<file path="config.mk">
export PLATFORM = sky130hd
export DESIGN_NAME = vga_layer_mixer
export DESIGN_NICKNAME = d
export VERILOG_FILES = /design/src/rtl/vga_pkg.sv /design/src/rtl/vga_delay_line.sv /design/src/rtl/vga_layer_mixer.sv
export SDC_FILE = /design/constraint.sdc
export NUM_CORES = 1
export LEC_CHECK = 0
export BUFFER_PORTS_ARGS = -buffer_cell sky130_fd_sc_hd__clkbuf_2
export CAP_MARGIN = 0
export CORE_AREA = 8 8 59 61
export CTS_BUF_LIST = sky130_fd_sc_hd__clkbuf_16
export DETAILED_ROUTE_END_ITERATION = 8
export DIE_AREA = 0 0 67 69
export PLACE_DENSITY_LB_ADDON = 0.2
export SLEW_MARGIN = 0
export SYNTH_ARGS = -nofsm -noshare
export SYNTH_HDL_FRONTEND = slang
export SYNTH_SLANG_ARGS = --single-unit
</file>
<file path="constraint.sdc">
create_clock -name clk -period 1.2 [get_ports clk]
set_clock_uncertainty 0.15 [all_clocks]
set_input_delay 0.24 -clock clk [delete_from_list [all_inputs] [get_ports clk]]
set_output_delay 0.24 -clock clk [all_outputs]
set_load 0.1 [all_outputs]
</file>
<file path="src/rtl/vga_pkg.sv">
// vga_pkg: constants and helpers shared by the VGA display path.
//   - Screen geometry (640x480 visible, 10-bit coordinates).
//   - Default pixel colour width.
//   - color_bar(): expands a 3-bit bar selector into R/G/B fields of a
//     given width. Each field is all-ones if its selector bit is set.
package vga_pkg;

    localparam int unsigned H_DISPLAY     = 32'd640;
    localparam int unsigned V_DISPLAY     = 32'd480;
    localparam int unsigned COORD_W       = 32'd10;
    localparam int unsigned RGB_W_DEFAULT = 32'd3;

    // Widest colour the helper can build; callers keep the low RGB_W bits.
    localparam int unsigned RGB_MAX_W     = 32'd30;

    // bar_sel[2] drives R (MSBs), bar_sel[1] drives G, bar_sel[0] drives B (LSBs).
    function automatic logic [RGB_MAX_W-1:0] color_bar(
        input logic [2:0]  bar_sel,
        input int unsigned field_w
    );
        logic [RGB_MAX_W-1:0] res;
        res = '0;
        for (int unsigned i = 0; i < RGB_MAX_W; i++) begin
            if (i < field_w) begin
                res[i] = bar_sel[0];
            end else if (i < 32'd2 * field_w) begin
                res[i] = bar_sel[1];
            end else if (i < 32'd3 * field_w) begin
                res[i] = bar_sel[2];
            end else begin
                res[i] = 1'b0;
            end
        end
        return res;
    endfunction

endpackage

</file>
<file path="src/rtl/vga_delay_line.sv">
// vga_delay_line: WIDTH x DEPTH shift register that advances only on en_i.
// Ports:
//   clk_i   system clock
//   srst_i  synchronous active-high clear of every stage
//   en_i    shift enable (pixel tick)
//   din_i   value captured into stage 1
//   dout_o  last stage (registered)
//   pre_o   value the last stage will load on the next enabled edge;
//           lets the owner detect edges of the output one cycle early
module vga_delay_line #(
    parameter int unsigned WIDTH = 32'd1,
    parameter int unsigned DEPTH = 32'd1
) (
    input  logic             clk_i,
    input  logic             srst_i,
    input  logic             en_i,
    input  logic [WIDTH-1:0] din_i,
    output logic [WIDTH-1:0] dout_o,
    output logic [WIDTH-1:0] pre_o
);

    logic [DEPTH-1:0][WIDTH-1:0] stage_q;
    logic [DEPTH-1:0][WIDTH-1:0] stage_d;

    generate
        if (DEPTH == 32'd1) begin : g_single
            assign stage_d = din_i;
            assign pre_o   = din_i;
        end else begin : g_multi
            assign stage_d = {stage_q[DEPTH-2:0], din_i};
            assign pre_o   = stage_q[DEPTH-2];
        end
    endgenerate

    assign dout_o = stage_q[DEPTH-1];

    // Stage registers: clear on reset, shift on tick, otherwise hold.
    always_ff @(posedge clk_i) begin
        if (srst_i) begin
            stage_q <= '0;
        end else if (en_i) begin
            stage_q <= stage_d;
        end else begin
            stage_q <= stage_q;
        end
    end

endmodule

</file>
<file path="src/rtl/vga_layer_mixer.sv">
// vga_layer_mixer: composites N_LAYERS graphic layers by fixed priority
// (lowest index wins) over a background colour, then delays colour and
// sync together by PIPE_DEPTH pixel ticks. Also counts frames.
// Optional feature macro: VGA_MIXER_TEST_PATTERN_EN adds test_en and a
// colour-bar generator driven by pix_x[9:7].
// Ports:
//   clk, reset (sync, active-high), p_tick (pixel enable)
//   video_on, hsync_in, vsync_in : raw timing from vga_sync
//   pix_x                        : column, used only by the test pattern
//   layer_on, layer_mask         : per-layer hit flags and runtime enables
//   layer_rgb, bg_rgb            : layer i colour at [i*RGB_W +: RGB_W], background
//   test_en                      : bar enable (macro builds only)
//   hsync, vsync, video_on_out, rgb : delayed, registered outputs
//   frame_cnt, frame_start       : frame counter and registered rise pulse
module vga_layer_mixer
    import vga_pkg::*;
#(
    parameter int unsigned RGB_W      = RGB_W_DEFAULT,
    parameter int unsigned N_LAYERS   = 32'd4,
    parameter int unsigned PIPE_DEPTH = 32'd2,
    parameter int unsigned FRAME_W    = 32'd8
) (
    input  logic                      clk,
    input  logic                      reset,
    input  logic                      p_tick,
    input  logic                      video_on,
    input  logic                      hsync_in,
    input  logic                      vsync_in,
    input  logic [COORD_W-1:0]        pix_x,
    input  logic [N_LAYERS-1:0]       layer_on,
    input  logic [N_LAYERS-1:0]       layer_mask,
    input  logic [N_LAYERS*RGB_W-1:0] layer_rgb,
    input  logic [RGB_W-1:0]          bg_rgb,
`ifdef VGA_MIXER_TEST_PATTERN_EN
    input  logic                      test_en,
`endif
    output logic                      hsync,
    output logic                      vsync,
    output logic                      video_on_out,
    output logic [RGB_W-1:0]          rgb,
    output logic [FRAME_W-1:0]        frame_cnt,
    output logic                      frame_start
);

    localparam int unsigned BUNDLE_W = RGB_W + 32'd3;

    logic [RGB_W-1:0]    mix_s;
    logic [RGB_W-1:0]    stage0_rgb_s;
    logic [BUNDLE_W-1:0] stage0_s;
    logic [BUNDLE_W-1:0] last_s;
    logic [BUNDLE_W-1:0] pre_last_s;
    logic [FRAME_W-1:0]  frame_cnt_q, frame_cnt_d;
    logic                frame_start_q, frame_start_d;

    // Priority mux: scan from the highest index down so the lowest eligible index wins.
    always_comb begin
        mix_s = bg_rgb;
        for (int i = int'(N_LAYERS) - 1; i >= 0; i--) begin
            if (layer_on[i] & layer_mask[i]) begin
                mix_s = layer_rgb[i*RGB_W +: RGB_W];
            end else begin
                mix_s = mix_s;
            end
        end
    end

`ifdef VGA_MIXER_TEST_PATTERN_EN
    logic [RGB_MAX_W-1:0] bar_full_s;
    logic                 unused_pix_s;
    assign bar_full_s   = color_bar(pix_x[9:7], RGB_W / 32'd3);
    assign unused_pix_s = ^{bar_full_s[RGB_MAX_W-1:RGB_W], pix_x[6:0]};

    // Stage 0: blanking forces black, then test bars, then the layer mix.
    always_comb begin
        if (!video_on) begin
            stage0_rgb_s = '0;
        end else if (test_en) begin
            stage0_rgb_s = bar_full_s[RGB_W-1:0];
        end else begin
            stage0_rgb_s = mix_s;
        end
    end
`else
    logic unused_pix_s;
    assign unused_pix_s = ^pix_x;

    // Stage 0: blanking forces black, otherwise the layer mix.
    always_comb begin
        if (!video_on) begin
            stage0_rgb_s = '0;
        end else begin
            stage0_rgb_s = mix_s;
        end
    end
`endif

    assign stage0_s = {stage0_rgb_s, hsync_in, vsync_in, video_on};

    vga_delay_line #(
        .WIDTH (BUNDLE_W),
        .DEPTH (PIPE_DEPTH)
    ) u_delay (
        .clk_i  (clk),
        .srst_i (reset),
        .en_i   (p_tick),
        .din_i  (stage0_s),
        .dout_o (last_s),
        .pre_o  (pre_last_s)
    );

    assign rgb          = last_s[BUNDLE_W-1 -: RGB_W];
    assign hsync        = last_s[2];
    assign vsync        = last_s[1];
    assign video_on_out = last_s[0];

    logic unused_pre_s;
    assign unused_pre_s = ^{pre_last_s[BUNDLE_W-1:2], pre_last_s[0]};

    // Output vsync rises on this edge when it is low now and a 1 is about to shift in.
    always_comb begin
        if (p_tick && pre_last_s[1] && !vsync) begin
            frame_cnt_d   = frame_cnt_q + FRAME_W'(1);
            frame_start_d = 1'b1;
        end else begin
            frame_cnt_d   = frame_cnt_q;
            frame_start_d = 1'b0;
        end
    end

    // Frame counter and start pulse registers.
    always_ff @(posedge clk) begin
        if (reset) begin
            frame_cnt_q   <= '0;
            frame_start_q <= 1'b0;
        end else begin
            frame_cnt_q   <= frame_cnt_d;
            frame_start_q <= frame_start_d;
        end
    end

    assign frame_cnt   = frame_cnt_q;
    assign frame_start = frame_start_q;

endmodule

</file>
=== Word level (Yosys, flattened, before mapping) ===
Cells that the tools add are included.

* Word-level logic and storage cells: 18
* Memory bits (read-only): 0
* RAM bits: 0
* Bits in registers: 21
* Memories kept: 0
* Bits in latches: 0

* $mul: 0
* Reductions and logical operators: 3
* Divide/modulo/power cells: 0
* Equal/unequal tests: 0
* Multiplexer cells: 6
* Order comparisons: 0
* Add/sub/neg operators: 1
* Bitwise operators: 4
* Shifts and indexed selects: 0

{| class="wikitable"
|+ Operator list
! operator !! count
|-
| $mux 3 || 5
|-
| $add 8x1->8 const B || 1
|-
| $and 1x1->1 || 4
|-
| $logic_and 1x1->1 || 2
|-
| $logic_not 1->1 || 1
|-
| $mux 1 || 1
|}

=== Depth between registers and ports, before layout ===
* Word-level depth: 6
* Gate-level depth with buffers: 5

=== Hierarchy ===
A second synthesis with hierarchy kept.

* Cell total of the unflattened synthesis: 103
* Area total of the unflattened synthesis: 957.2 um^2

{| class="wikitable"
|+ By module, submodules not included
! module !! area each (um^2) !! times used !! seq. area each (um^2) !! cells each
|-
| vga_layer_mixer || 536.8 || 1 || 180.2 || 65
|-
| vga_delay_line || 420.4 || 1 || 240.2 || 38
|}

=== Worst setup path before layout ===
OpenSTA, ideal clock, no wires.

* Kind: register to register
* Start point: register frame_cnt_q[2], in the netlist frame_cnt[2]
* End point: register frame_cnt_q[7], in the netlist frame_cnt[7]
* Slack: -0.746 ns
* Stages on the path, launching flop included: 5
* Buffers on the path: 0
* Arrival time: 1.669 ns
* Path through: dfxtp_1 > nand3_1 > nor3_1 > xnor2_1 > nor2_1

* Cells in the longest elaborated chain, start to end: 1

{| class="wikitable"
|+ Ends and longest elaborated chain
! element !! line !! source
|-
| start, declared || vga_layer_mixer.sv:52 || <nowiki>logic [FRAME_W-1:0] frame_cnt_q, frame_cnt_d;</nowiki>
|-
| start signal, assigned || vga_layer_mixer.sv:136 || <nowiki>frame_cnt_q <= frame_cnt_d;</nowiki>
|-
| $add 8x1->8 || vga_layer_mixer.sv:122 || <nowiki>frame_cnt_d = frame_cnt_q + FRAME_W'(1);</nowiki>
|}

Every way passes these cells.
A chain may end at the register's enable or synchronous reset.

=== Worst setup path in the final report ===
* Start point: register frame_cnt_q[0], in the netlist frame_cnt[0]
* End point: output frame_cnt[0]

{| class="wikitable"
|+ RTL lines
! element !! line !! source
|-
| end, declared || vga_layer_mixer.sv:41 || <nowiki>output logic [FRAME_W-1:0] frame_cnt,</nowiki>
|}

No word-level cell between the ends.

==> results by group <==
Layout
  – Layout cells sized above 1: 51.6%
  – Final #Nets: 202
  – Most frequent cells in the layout: 28 x clkbuf_2, 16 x nor2_1, 15 x buf_12
  – Final std cell area, no fill: between 0.0015 and 0.002 mm^2
  – Area Overhead vs Synth: 78.2%
  – Commonest non-fill, non-tap cell in the layout: clkbuf_2
  – Ant diodes: 0

Yosys
  – Post-synth top area share: around 45%
  – Post-synth cell types: 25
  – Synth Register Bits: 21
  – Synth warn: 0
  – Synth Area in Adders: roughly 1.3%
  – Synth Cell Area: roughly 940 um^2
  – Cell accounting for the most synthesized area: dfxtp_1
  – Largest family of logic cells by synthesized area: simple AND/OR/NAND/NOR gates
  – Ranking of synthesized cells by area: dfxtp_1 45%, mux2i_1 8.5%, nor2_1 6.4%
  – Simple-gate share of the synthesized area: 22.0%
  – Synthesized instance count: 105
  – Synth Area in Compound Gates: between 10% and 20%
  – Mux share of post-synthesis cell area: 8.52%
  – Mean Syn Cell Area: 8.95 um^2
  – Post-Syn Nets: 145
  – Post-Synth XOR/XNOR Area: under 10%
  – Register area share after synthesis: 44.7%

Timing
  – Final setup fails: 10
  – Final Hold Vio Count: 0
  – RSZ-0062 raised after global routing: yes
  – Final max-slew violation count: 0
  – Final period utilization: 107%
  – Slew HR: 71.6%
  – Max Clk Rate: 775 MHz
  – Setup slack after layout: -89.5 ps
  – Worst slew pin tran: 426 ps
  – Fin Setup TNS: -453 ps
  – Final min period: 1290 ps

Power and ir drop
  – Pwr dens: 1020 mW/mm^2
  – Leak Pwr: 0.759 nW
  – Maximum VDD drop: 0.000801 V

Clocking
  – Sink Count: 21
  – Worst-case clock buffer depth: 2
  – CTS Root Cell: clkbuf_16
  – CTS tree: done
  – CTS Buf Count: 3
  – Worst-path clk slew: approximately 60 ps
  – Worst skew pair latency: 250 ps
  – H-tree levels: 1
  – Post-CTS Hold Buffers: 0

Place
  – HPWL Detailed: 2.08 mm
  – Routability congestion estimate from global placement: 0.838
  – I/O Buffers: 43
  – DP Area: 0.00151 mm^2

Routing
  – Routed vias: 946
  – 1st-pass router iterations: 4
  – DR DRC count: 0
  – Drt first-iter violations: 28
  – Via/cell ratio: 4.93
  – Post-DR wirelength/cell: 13.5 um
  – Total Routed Length: 2.60 mm
  – Post-route ant nets: 0

Worst setup path
  – Critical Path RT: 810 ps
  – Kind of end point of the critical path: output pin
  – Startpoint types: flip-flop
  – Worst Path Max Fanout: 4
  – CP Launch Point: frame_cnt[0]
  – CP Class: reg2out
  – CP arrival: 900 ps
  – Reg-to-Reg Start: u_delay.dout_o[1]

Min path
  – Hold path start: vsync_in
  – Class of the worst hold path: in2reg

Floorplanning
  – Chip width: 67 um
  – Core area: 0.00262 mm^2
  – Site row count: 19
  – Die area: 0.00462 mm^2
  – Num ports: 54
  – Starting Density: 35.9%
  – Die Y: 69 um

Global route
  – GR Util All Layers: 11.9%
  – Antenna violations before repair: 0
  – First-pass GRT wire length: about 4.4 mm
  – Vias in the first global route: 1067
  – Grt total ovfl: 0
  – Largest net degree at the start of global routing: 22

Run
  – Max_cap viols: 0

Outcome
  – Status: finished with violations
  – Failing checks: setup timing
[repair_timing]
item | in CTS | in global routing
setup endpoints to repair | 11 | 14
pin swaps | 1 | 3
gates cloned | 0 | 0
resized for setup | 8 | 3
setup buffers | 3 | 1
[state kept, by name (all words and copies together), names as in the netlist]
register and flops:
u_delay.dout_o 6, frame_cnt 8, frame_start 1, u_delay.pre_o 6
[cells in the mapped netlist]
| cell | n |
|---|---|
| nand3_1 | 4 |
| and2_2 | 1 |
| buf_2 | 1 |
| nor2_1 | 16 |
| a2bb2oi_1 | 3 |
| inv_1 | 1 |
| clkbuf_1 | 2 |
| and2_1 | 1 |
| buf_6 | 1 |
| and3_1 | 1 |
| a31oi_1 | 3 |
| or3_1 | 1 |
| a21oi_1 | 6 |
| nand3b_4 | 1 |
| xor2_1 | 3 |
| and3b_2 | 1 |
| ha_1 | 1 |
| dfxtp_1 | 21 |
| xnor2_1 | 3 |
| nand4_1 | 3 |
| a311o_1 | 3 |
| nand2_1 | 11 |
| o21ai_0 | 7 |
| nor3_1 | 2 |
| mux2i_1 | 8 |
[cell families (layout without fill, tap and decap cells)]
family                   count (synthesis)  in the layout
multiplexers                             8              8
buffers and inverters                    5             61
XOR/XNOR                                 6              6
adder cells (fa/ha/maj)                  1              1
flip-flops                              21             21
AND/OR/NAND/NOR                         42             42
AO/OA/AOI/OAI                           22             22
[metal layers]
layer	wire [um]	up-vias	track usage, %
met2	1270	35	19.9
met5	0	-	0
li1	-	485	-
met1	1090	422	12.6
met4	61	0	6.98
met3	185	4	3.39
[worst max-delay path, cell delays in order (launching register included)]
cell,delay [ps]
dfxtp_4,380
buf_6,100
buf_12,160
[through the flow]
| step | setup slack (ps) | utilization (%) | total power, mW | instances | hold slack (ps) |
|---|---|---|---|---|---|
| 2_1_floorplan | -233 | - | 0.890 | 105 | 159 |
| 3_3_place_gp | -135 | 57.8 | 1.00 | 184 | 321 |
| 3_5_place_dp | -166 | 57.8 | 1.01 | 184 | 337 |
| 4_1_cts | -74.7 | 62.9 | 1.72 | 191 | 94.0 |
| 5_1_grt | -120 | 64.0 | 1.78 | 192 | 134 |
| 6_report | -89.5 | 64.0 | 1.70 | 192 | 93.6 |
[path summary, 6_finish.rpt]
check | endpoint | slack (ps) | cells after the start
setup / recovery | frame_cnt[0] | -90 | 2
hold reg to reg | u_delay.pre_o[0] | 350 | 2
setup reg to reg | frame_cnt[3] | -40 | 3
hold / removal | u_delay.pre_o[1] | 90 | 3
[area by class of cell]
class	instances	area [um^2]
Inverter	1	3.75
Timing Repair Buffer	56	557
Clock buffer	3	75.1
Multi-Input combinational cell	79	534
Sequential cell	21	460
Fill cell	218	941
Tap cell	31	38.8
Clock inverter	1	5.00
[report_power, final]
group	switching (mW)	leakage [nW]	internal (mW)
registers	0.0181	0.181	0.705
logic	0.155	0.538	0.129
clock network	0.250	0.0409	0.447
total	0.423	0.759	1.28
No activity file was read; power rests on OpenSTA's default activity.
